## src/rtl/led_seq_engine.sv

```systemverilog
// LED pattern sequencer: FLASH / SHIFT / PAIR / BOUNCE modes, programmable step rate, RGB channel routing.
// Optional button debounce filter enabled by defining LED_SEQ_DEBOUNCE_EN.
module led_seq_engine #(
    parameter int NB_LEDS         = 4,
    parameter int NB_COUNTER      = 32,
    parameter int DEBOUNCE_CYCLES = 16
) (
    input  logic               clock,
    input  logic               i_reset,
    input  logic               i_enable,
    input  logic               i_dir,
    input  logic [1:0]         i_speed,
    input  logic               i_mode_btn,
    input  logic [1:0]         i_color_sel,
    output logic [NB_LEDS-1:0] o_led,
    output logic [NB_LEDS-1:0] o_led_r,
    output logic [NB_LEDS-1:0] o_led_g,
    output logic [NB_LEDS-1:0] o_led_b,
    output logic [1:0]         o_mode,
    output logic               o_tick
);

    localparam int HALF = NB_LEDS / 2;
    localparam int KW   = (HALF > 1) ? $clog2(HALF) : 1;
    localparam logic [NB_LEDS-1:0] ONE = NB_LEDS'(1);

    typedef enum logic [1:0] {
        FLASH  = 2'd0,
        SHIFT  = 2'd1,
        PAIR   = 2'd2,
        BOUNCE = 2'd3
    } mode_t;

    mode_t                  mode, mode_n;
    logic [NB_COUNTER-1:0]  cnt, cnt_n, limit;
    logic [NB_LEDS-1:0]     pat, pat_n;
    logic [NB_LEDS-1:0]     led_r, led_g, led_b, r_n, g_n, b_n;
    logic [KW-1:0]          k, k_n;
    logic                   up, up_n;
    logic                   tick, tick_n;
    logic                   step, press;

    function automatic logic [NB_LEDS-1:0] pair_pattern(input logic [KW-1:0] idx);
        pair_pattern = (ONE << (HALF - 1 - int'(idx))) | (ONE << (HALF + int'(idx)));
    endfunction

    // Button edge detection: press is a one-cycle pulse on the rising edge of the (filtered) level.
`ifdef LED_SEQ_DEBOUNCE_EN
    localparam int DW = $clog2(DEBOUNCE_CYCLES + 1);

    logic          btn_d1, filt, filt_q;
    logic [DW-1:0] db_cnt;

    always_ff @(posedge clock) begin
        if (i_reset) begin
            btn_d1 <= 1'b0;
            filt   <= 1'b0;
            filt_q <= 1'b0;
            db_cnt <= '0;
        end else begin
            btn_d1 <= i_mode_btn;
            filt_q <= filt;
            if (btn_d1 != filt) begin
                if (db_cnt == DW'(DEBOUNCE_CYCLES - 1)) begin
                    filt   <= btn_d1;
                    db_cnt <= '0;
                end else begin
                    db_cnt <= db_cnt + 1'b1;
                end
            end else begin
                db_cnt <= '0;
            end
        end
    end

    assign press = filt & ~filt_q;
`else
    logic btn_d1, btn_d2;

    always_ff @(posedge clock) begin
        if (i_reset) begin
            btn_d1 <= 1'b0;
            btn_d2 <= 1'b0;
        end else begin
            btn_d1 <= i_mode_btn;
            btn_d2 <= btn_d1;
        end
    end

    assign press = btn_d1 & ~btn_d2;
`endif

    always_ff @(posedge clock) begin
        if (i_reset) begin
            cnt   <= '0;
            mode  <= FLASH;
            pat   <= '0;
            k     <= '0;
            up    <= 1'b0;
            tick  <= 1'b0;
            led_r <= '0;
            led_g <= '0;
            led_b <= '0;
        end else begin
            cnt   <= cnt_n;
            mode  <= mode_n;
            pat   <= pat_n;
            k     <= k_n;
            up    <= up_n;
            tick  <= tick_n;
            led_r <= r_n;
            led_g <= g_n;
            led_b <= b_n;
        end
    end

    always_comb begin
        limit  = {NB_COUNTER{1'b1}} >> {i_speed, 1'b0};
        step   = i_enable && (cnt >= limit);
        cnt_n  = cnt;
        mode_n = mode;
        pat_n  = pat;
        k_n    = k;
        up_n   = up;
        tick_n = 1'b0;

        if (i_enable) begin
            cnt_n = step ? '0 : cnt + 1'b1;
        end

        if (press) begin
            mode_n = mode_t'(mode + 2'd1);
            k_n    = '0;
            up_n   = 1'b1;
            case (mode_n)
                FLASH:   pat_n = '0;
                SHIFT:   pat_n = ONE << (NB_LEDS - 1);
                PAIR:    pat_n = pair_pattern('0);
                default: pat_n = ONE;
            endcase
        end else if (step) begin
            tick_n = 1'b1;
            case (mode)
                FLASH: pat_n = ~pat;
                SHIFT: begin
                    if (i_dir) pat_n = {pat[NB_LEDS-2:0], pat[NB_LEDS-1]};
                    else       pat_n = {pat[0], pat[NB_LEDS-1:1]};
                end
                PAIR: begin
                    if (i_dir) k_n = (k == '0) ? KW'(HALF - 1) : k - 1'b1;
                    else       k_n = (k == KW'(HALF - 1)) ? '0 : k + 1'b1;
                    pat_n = pair_pattern(k_n);
                end
                default: begin
                    // Direction flips as the lit bit lands on an end, so the end is lit for one step only.
                    if (up) begin
                        pat_n = pat << 1;
                        if (pat[NB_LEDS-2]) up_n = 1'b0;
                    end else begin
                        pat_n = pat >> 1;
                        if (pat[1]) up_n = 1'b1;
                    end
                end
            endcase
        end

        r_n = (i_color_sel == 2'd1) ? pat_n : '0;
        g_n = (i_color_sel == 2'd2) ? pat_n : '0;
        b_n = (i_color_sel == 2'd3) ? pat_n : '0;
    end

    assign o_led   = pat;
    assign o_led_r = led_r;
    assign o_led_g = led_g;
    assign o_led_b = led_b;
    assign o_mode  = mode;
    assign o_tick  = tick;

endmodule
```

## config.mk

```make
export PLATFORM = sky130hd
export DESIGN_NAME = led_seq_engine
export DESIGN_NICKNAME = d
export VERILOG_FILES = /design/src/rtl/led_seq_engine.sv
export SDC_FILE = /design/constraint.sdc
export NUM_CORES = 1
export LEC_CHECK = 0
export ABC_AREA = 1
export CORE_UTILIZATION = 55
export CTS_CLUSTER_SIZE = 16
export DETAILED_ROUTE_END_ITERATION = 10
export PLACE_DENSITY = 0.86
export SLEW_MARGIN = 5
export SYNTH_ARGS = -nofsm -noshare
export SYNTH_HDL_FRONTEND = slang
export SYNTH_SLANG_ARGS = --single-unit
export TNS_END_PERCENT = 20
```

## constraint.sdc

```tcl
create_clock -name clock -period 2.73 [get_ports clock]
set_clock_uncertainty 0.2 [all_clocks]
set_input_delay 0.273 -clock clock [delete_from_list [all_inputs] [get_ports clock]]
set_output_delay 0.273 -clock clock [all_outputs]
set_load 0.02 [all_outputs]
```

# Word-level counts from Yosys, hierarchy flattened
# Cells that the tools add are included.
# op_classes
n_addsub	6
n_lt_le_gt_ge	1
muxes	20
mul	0
n_div	0
bitwise_logic	7
shift	3
eq_ne	8
n_reduce_logical	11
# op_table
operator	n
32-bit by 1-bit adder with 32-bit output, second input constant	1
32-bit greater-or-equal comparator	1
32-bit two-way mux	1
1-bit by 32-bit << shifter with 4-bit output, first input constant	1
32-bit by 3-bit right shift with 32-bit output, first input constant	1
4-bit one-hot mux with 3 select lines	2
4-bit two-way mux	4
1-bit two-way mux	13
2-bit == test, second input constant	4
2-bit OR reduction	4
2-bit by 1-bit == test with 1-bit output, second input constant	3
2-bit logical NOT	2
1-bit inverter	4
4-bit inverter	1
4-bit OR	1
2-bit AND reduction	2
1-bit by 3-bit << shifter with 4-bit output, first input constant	1
2-bit by 1-bit adder with 3-bit output, first input constant	1
3-bit OR reduction	1
2-bit by 1-bit adder with 2-bit output, second input constant	1
2-bit by 1-bit != test with 1-bit output, second input constant	1
2-bit nonzero test	1
1-bit by 1-bit subtractor with 2-bit output, first input constant	1
1-bit adder, second input constant	1
other kinds (3)	3
# totals
input_bits	9
mem_bits_ro	0
mem_bits_rw	0
register_bits	55
mem_count	0
latch_bits	0

# Longest topological paths before layout
# Gate-level depths: netlist of the first run.
# depth
depth_word	12
mapped_depth	12
ltp_nobuf	12

# Worst setup path before layout of the first run
# Ideal clock, no wire load.
# synth_timing
path_kind	in2reg
startpoint	input i_speed[0]
endpoint	register cnt[2]
arrival_ns	1.799
setup_ns	0.080
stages	11
n_path_buf	1
slack_ns	0.651
cell_sequence	or2_2 -> ha_1 -> nand2_1 -> o21bai_1 -> nand3_1 -> nand2_1 -> nand2_4 -> nor2_2 -> inv_2 -> buf_6 -> nor3b_1
# synth_between
elab_chain_cells	4
# synth_rtl
item	line	source
start: declaration	12	input logic [1:0] i_speed,
32-bit by 3-bit right shift with 32-bit output	118	limit = {NB_COUNTER{1'b1}} >> {i_speed, 1'b0};
32-bit greater-or-equal comparator	119	step = i_enable && (cnt >= limit);
1-bit logical AND	119	
32-bit two-way mux	128	cnt_n = step ? '0 : cnt + 1'b1;
end signal: assignment	105	cnt <= cnt_n;
end: declaration	35	logic [NB_COUNTER-1:0] cnt, cnt_n, limit;
# No other way between the ends.
# A chain may end at the register's enable or synchronous reset.

# Final worst setup path of the first run
# layout_timing
startpoint	input i_speed[0]
endpoint	register led_g[2] (netlist: o_led_g[2])
# layout_between
elab_chain_cells	5
# layout_rtl
item	line	source
32-bit by 3-bit right shift with 32-bit output	118	
32-bit greater-or-equal comparator	119	
1-bit logical AND	119	
4-bit two-way mux	141	end else if (step) begin
4-bit two-way mux	131	if (press) begin
end signal: assignment	112	led_g <= g_n;
end: declaration	37	logic [NB_LEDS-1:0] led_r, led_g, led_b, r_n, g_n, b_n;
# No other way between the ends.

==> metrics.cfg, run 1 <==
[drt]
wirelength_um=5960
ant_nets=0
wire_per_inst_um=12.3
vias_per_cell=5.27
drt-pass1-iter-count=5
drt_iter0_drc=240
vias=2549
drc=0

[floorplan]
die_h_um=72.6
core.rowCount=25
core-area_um2=4750
die_w_um=72.6
io_pins=28
start_util_pct=57.6
dieArea_um2=5270

[place]
dp_slack_ps=-12.9
place_inst=476
hpwl_um=4480
port_buffers=27
finalWeightedCongestion=0.904

[layout]
multi_input_area_um2=1440
layout.nets=436
syn2layout_area_growth_pct=16.8
n_antenna_cell=0
fillCellCount=423
layout-drive-gt1-share_pct=5.76
regArea_um2=1100
final_cells=484

[sta]
finalSetupViolations=0
finalSetupTns_ps=0
worstMarginPinSlew_ps=475
post-route-min-period_ps=2430
final-hold-violation-count=0
fin_crit_sh_pct=89.0
relSlewSlack_pct=68.3
setup_slack_ps=300
fmax_ghz=0.411
timing.hold.ws_ps=236
slew_violations=0
rsz0062_at_grt=false

[cts]
htreeDepth=2
cts_tree=done
max-clock-path-buffers=2
ctsHoldBuffers=0
postCtsSetupRepairBufs=0
path_clk_slew_ps=90
clk_latency_ps=320
numCtsBuffers=5
cts.sink_count=55
cts_resized=0
cts_root_buffer=clkbuf_8

[run]
cap_viol_max_count=0

[critical_path]
critical_path_class=primary input to flip-flop
arrival_ps=2480
crit_family=simple AND/OR/NAND/NOR gates
cp-end-kind=flip-flop
r2r_end=o_led_g[2]
reg2reg_slack_ps=480
crit_slowest_cell=clkdlybuf4s50_1
crit_chain=clkdlybuf4s50_1 -> or2_2 -> ha_1 -> nand2_1 -> nor2_1 -> nand2_1 -> nor2_1 -> nand3_4 -> buf_4 -> nand3_1 -> nand3_1 -> a21oi_1
start_kind=primary input
path_buf_inv=2
r2r_cells=10
cpPeakStageDelay_ps=420
crit_fanout=4
required_ps=2780
r2r-start=cnt[0]
critPathLaunch=i_speed[0]

[power_and_ir_drop]
pwr-share-seq_pct=59.0
p_per_area_nw_per_um2=435
p_sw_mw=0.349
power_frac_comb_pct=8.9
p_leak_nw=1.27
peakVddDrop_uv=323
p_clk_share_pct=32.1
swShare_pct=25.0
internal-power_mw=1.04

[outcome]
status=finished, final reports clean

[synth]
yosysWarnings=0
synth_top_cell_area_share_pct=40.2
yosysUniqueCellTypes=31
synth_fp_nets=401
yosys-top-cells-count=77 x nand2_1, 55 x dfxtp_1, 50 x nor2_1
syn_inst=381
ys_ff_latch=55
synthFlopType=dfxtp_1
synth_edf_count=0
ys_top_cells_by_area=dfxtp_1 40%, nand2_1 11%, nor2_1 6.8%, a21oi_1 6.4%, inv_1 5.5%
ys_seq_area_share_pct=40.2
ys_async_sr_fraction_pct=0
synth_top_area_cell=dfxtp_1
post-synth-top-count-cell=nand2_1
synth.avg_cell_area_um2=7.19
netlist_area_um2=2740

[grt]
antenna_found_initial=0
first_global_vias=2348
grt_max_degree=21
grt_util_all_layers_pct=25.0
grt_pass1_wl_um=10300
grt.overflow.total=0

[min_path]
hold_path_depth=2
min-delay-start=btn_d1
hold_path.class=flip-flop to flip-flop
min_to=btn_d2

[stage by stage]
step / cell area (µm²) / power (mW) / utilization [%]
after CTS: 3200 / 1.40 / 67.3
after global routing: 3200 / 1.45 / 67.3
final: 3200 / 1.39 / 67.3
after global placement: 3110 / 0.960 / 65.5
after detailed placement: 3110 / 0.963 / 65.5
after floorplan: 2740 / 0.915 / -
[worst max path at each step]
stage	to	slack, ps	cells past startpoint
global placement	o_led_r[2]	100	12
floorplan	cnt[2]	650	11
finish	o_led_g[2]	300	12
CTS	o_led_g[1]	300	12
global route	o_led_g[2]	160	12
detailed placement	o_led_r[2]	-10	12
[layer usage]
metal  track usage (%)  routed length [µm]  up-vias
met5                 0                   0        -
met4              8.50                  63        0
met3              5.66                 261        7
met2              37.9                2740       58
met1              35.1                2890     1161
li1                  -                   -     1323
[power groups by stage]
stage                     clock (mW)  sequential [mW]  combinational, mW
final                          0.447            0.822              0.124
after global routing           0.484            0.824              0.137
after CTS                      0.454            0.822              0.124
after detailed placement           0            0.841              0.122
after global placement             0            0.841              0.119
after floorplan                    0            0.846             0.0688
[layout by cell type (no fill, tap or decap)]
cell             synthesis  routed
nand3_1                 29      29
or2_2                    2       2
clkdlybuf4s50_1          0      27
o21a_1                   1       1
clkbuf_1                 2       1
nor2_1                  50      50
nor2_2                   3       3
xnor2_1                  6       6
a21boi_0                 1       1
o21ai_0                 23      23
nor3b_1                  2       2
clkinv_2                 0       1
xor2_1                   6       6
dfxtp_1                 55      55
o211a_1                  3       3
nand2_4                  1       1
clkinvlp_4               0       1
buf_12                   0       1
inv_1                   40      40
o22ai_1                  1       1
ha_1                    11      11
nand3_2                  1       1
clkbuf_8                 0       5
a21oi_1                 35      35
nor2_4                   1       1
buf_4                    1       5
clkinv_1                 1       1
nand3_4                  1       1
nand4_1                  9       9
nand2_1                 77      77
inv_2                    2       2
nor3_1                  12      12
o21bai_1                 1       1
nand3b_1                 1       1
or2_0                    1       1
[sequential cells by signal (all words and copies together), names as in the netlist]
| name | cells |
|---|---|
| up | 1 |
| o_tick | 1 |
| btn_d2 | 1 |
| o_led_b | 4 |
| o_led_r | 4 |
| o_mode | 2 |
| cnt | 32 |
| btn_d1 | 1 |
| o_led_g | 4 |
| o_led | 4 |
| k | 1 |
[cells by family after synthesis]
logic type | count (synthesis) | share of synthesized area [%]
adders and majority gates | 11 | 5.02
and+or+nand+nor | 190 | 31.0
AOI/OAI and AO/OA | 65 | 12.7
xor gates and xnor gates | 12 | 3.84
DFF | 55 | 40.2
buffers and inverters | 48 | 7.26
[worst min-delay path, stage by stage, from the launching register on]
cell and delay (ps):
dfxtp_1 310, inv_1 60, nor2_1 40
[area by class of cell]
type	instances	share of cell area [%]
well taps	67	2.62
clock inverters	2	0.391
inverters	43	5.04
clock buffers	6	2.27
repair buffers	33	10.2
flip-flops and latches	55	34.4
multi-input cells	278	45.0
No activity file was read; power rests on OpenSTA's default activity.
==> run 2, diff against run 1 <==
- ABC_CLOCK_PERIOD_IN_PS: unset -> 2730
- CORE_MARGIN: unset -> 2
==> run 2 against run 1 <==
First-iteration DRC count down 25%. Sequential share of layout area shrank 0.54 points. Highest routed layer unchanged. Setup slack got worse by 13 ps. Critical path type unchanged.
==> metrics.cfg, run 2 (same netlist as run 1, synthesis figures left out) <==
[critical_path]
arrival_ps=2470  ; about the same
required_ps=2750  ; -30 ps
critical_path_class=primary input to flip-flop
crit_slowest_cell=clkdlybuf4s50_1
path_common_cell=nand2_1
cp-end-kind=flip-flop
crit_fanout=20  ; +16
crit_chain=clkdlybuf4s50_1 -> or2_2 -> ha_1 -> nand2_1 -> o21bai_1 -> nand3_1 -> nand2_1 -> nand2_4 -> nor2_2 -> inv_2 -> buf_12 -> nor3b_1
cpPeakStageDelay_ps=410  ; about the same
start_kind=primary input

[layout]
layout.nets=436  ; unchanged
final_cells=484  ; unchanged
fillCellCount=400  ; -5.4%
final_cell_area_um2=3250  ; +1.6%
top_register=cnt
final_cell_mix=77 x nand2_1, 55 x dfxtp_1, 50 x nor2_1
regArea_um2=1100  ; unchanged
layout_commonest_cell=nand2_1
syn2layout_area_growth_pct=18.6
n_antenna_cell=0  ; unchanged
multi_input_area_um2=1440  ; unchanged
largest_reg_flops=32  ; unchanged
layout-drive-gt1-share_pct=6.00  ; +0.24 points

[cts]
cts.sink_count=55  ; unchanged
path_clk_slew_ps=100  ; about the same
cts_root_buffer=clkbuf_8
postCtsSetupRepairBufs=0  ; unchanged
cts_resized=0  ; unchanged
htreeDepth=2  ; unchanged
numCtsBuffers=5  ; unchanged
clk_latency_ps=310  ; about the same
max-clock-path-buffers=2  ; unchanged
cts_tree=done
ctsHoldBuffers=0  ; unchanged

[grt]
grt_pass1_wl_um=11100  ; +7.7%
grt_util_all_layers_pct=25.7  ; +0.75 points
antenna_found_initial=0  ; unchanged
grt.overflow.total=0  ; unchanged
first_global_vias=2514  ; +7.1%
grt_max_degree=21  ; unchanged

[sta]
slew_violations=0  ; unchanged
relSlewSlack_pct=66.5  ; -1.8 points
final-hold-violation-count=0  ; unchanged
fin_crit_sh_pct=89.5  ; +0.47 points
setup_slack_ps=287  ; -12.9 ps
finalSetupViolations=0  ; unchanged
worstMarginPinSlew_ps=502  ; +27.2 ps
rsz0062_at_grt=false
fmax_ghz=0.409  ; -0.53%
post-route-min-period_ps=2440  ; +12.9 ps

[drt]
wirelength_um=6570  ; +10%
vias_per_cell=5.55  ; +5.5%
wire_per_inst_um=13.6  ; +10%
vias=2688  ; +5.5%
drt_iter0_drc=180  ; -25%
ant_nets=0  ; unchanged
drc=0  ; unchanged
drt-pass1-iter-count=7  ; +2

[place]
hpwl_um=4820  ; +7.6%
port_buffers=27  ; unchanged
dp_slack_ps=-10.5  ; +2.43 ps
place_inst=476  ; unchanged
finalWeightedCongestion=0.916  ; +1.4%
dpl_cell_area_um2=3110  ; unchanged

[floorplan]
start_util_pct=57.6  ; unchanged
dieArea_um2=5560  ; +5.6%
io_pins=28  ; unchanged
die_h_um=74.6  ; +2.8%
core.rowCount=25  ; unchanged
core-area_um2=4750  ; unchanged
die_w_um=74.6  ; +2.8%

[power_and_ir_drop]
p_leak_nw=1.29  ; +1.8%
p_per_area_nw_per_um2=489  ; +12%
peakVddDrop_uv=326  ; +1.2%

[run]
cap_viol_max_count=0  ; unchanged

[min_path]
hold_path.class=flip-flop to flip-flop

[outcome]
status=finished, final reports clean

## run 2: changes by cell type in the layout (fill, tap and decap cells not counted), sizes merged
cell    change
bufinv      +2
clkbuf      -1
clkinv      -1
## run 2: final cells by class
type / count / share of cell area (%)
tap: 67 / 2.58
inverter: 43 / 4.97
sequential: 55 / 33.9
timing repair buffer: 33 / 10.1
clock buffer: 5 / 2.12
multi-input combinational: 278 / 44.3
clock inverter: 3 / 2.08
## run 2: through the flow
stage          setup TNS (ps)  power [mW]  utilization [%]  hold slack, ps
2_1_floorplan               0       0.915                -             180
3_3_place_gp                0       0.960             65.5             221
3_5_place_dp            -28.4       0.965             65.5             225
4_1_cts                     0        1.59             68.4             239
5_1_grt                     0        1.65             68.4             266
6_report                    0        1.59             68.4             239
## run 2: power by group
group	internal [mW]	total (mW)	switching [mW]
clock	0.366	0.638	0.272
combinational	0.0521	0.129	0.0768
sequential	0.813	0.822	0.00939
total	1.23	1.59	0.359
## run 2: critical path: cells and delay by family
family	cells	cell delay (ps)
AO/OA/AOI/OAI	1	120
AND/OR/NAND/NOR	7	1150
buffers and inverters	3	630
adder cells (fa/ha/maj)	1	300
## run 2: path summary, 6_finish.rpt
check / from / endpoint / slack (ps) / cells past startpoint
hold reg to reg: btn_d1 / btn_d2 / 240 / 2
setup / recovery: i_speed[0] / cnt[8] / 290 / 12
hold / removal: btn_d1 / btn_d2 / 240 / 2
setup reg to reg: cnt[0] / o_led_g[1] / 450 / 10
## run 2: metal layers
metal  GRT usage [%]  vias up  share of wire, %
li1                -     1311                 -
met1            33.5     1288                45
met3            4.07        7               4.3
met2            43.6       82                50
met5               0        -                 0
met4            8.73        0               1.1
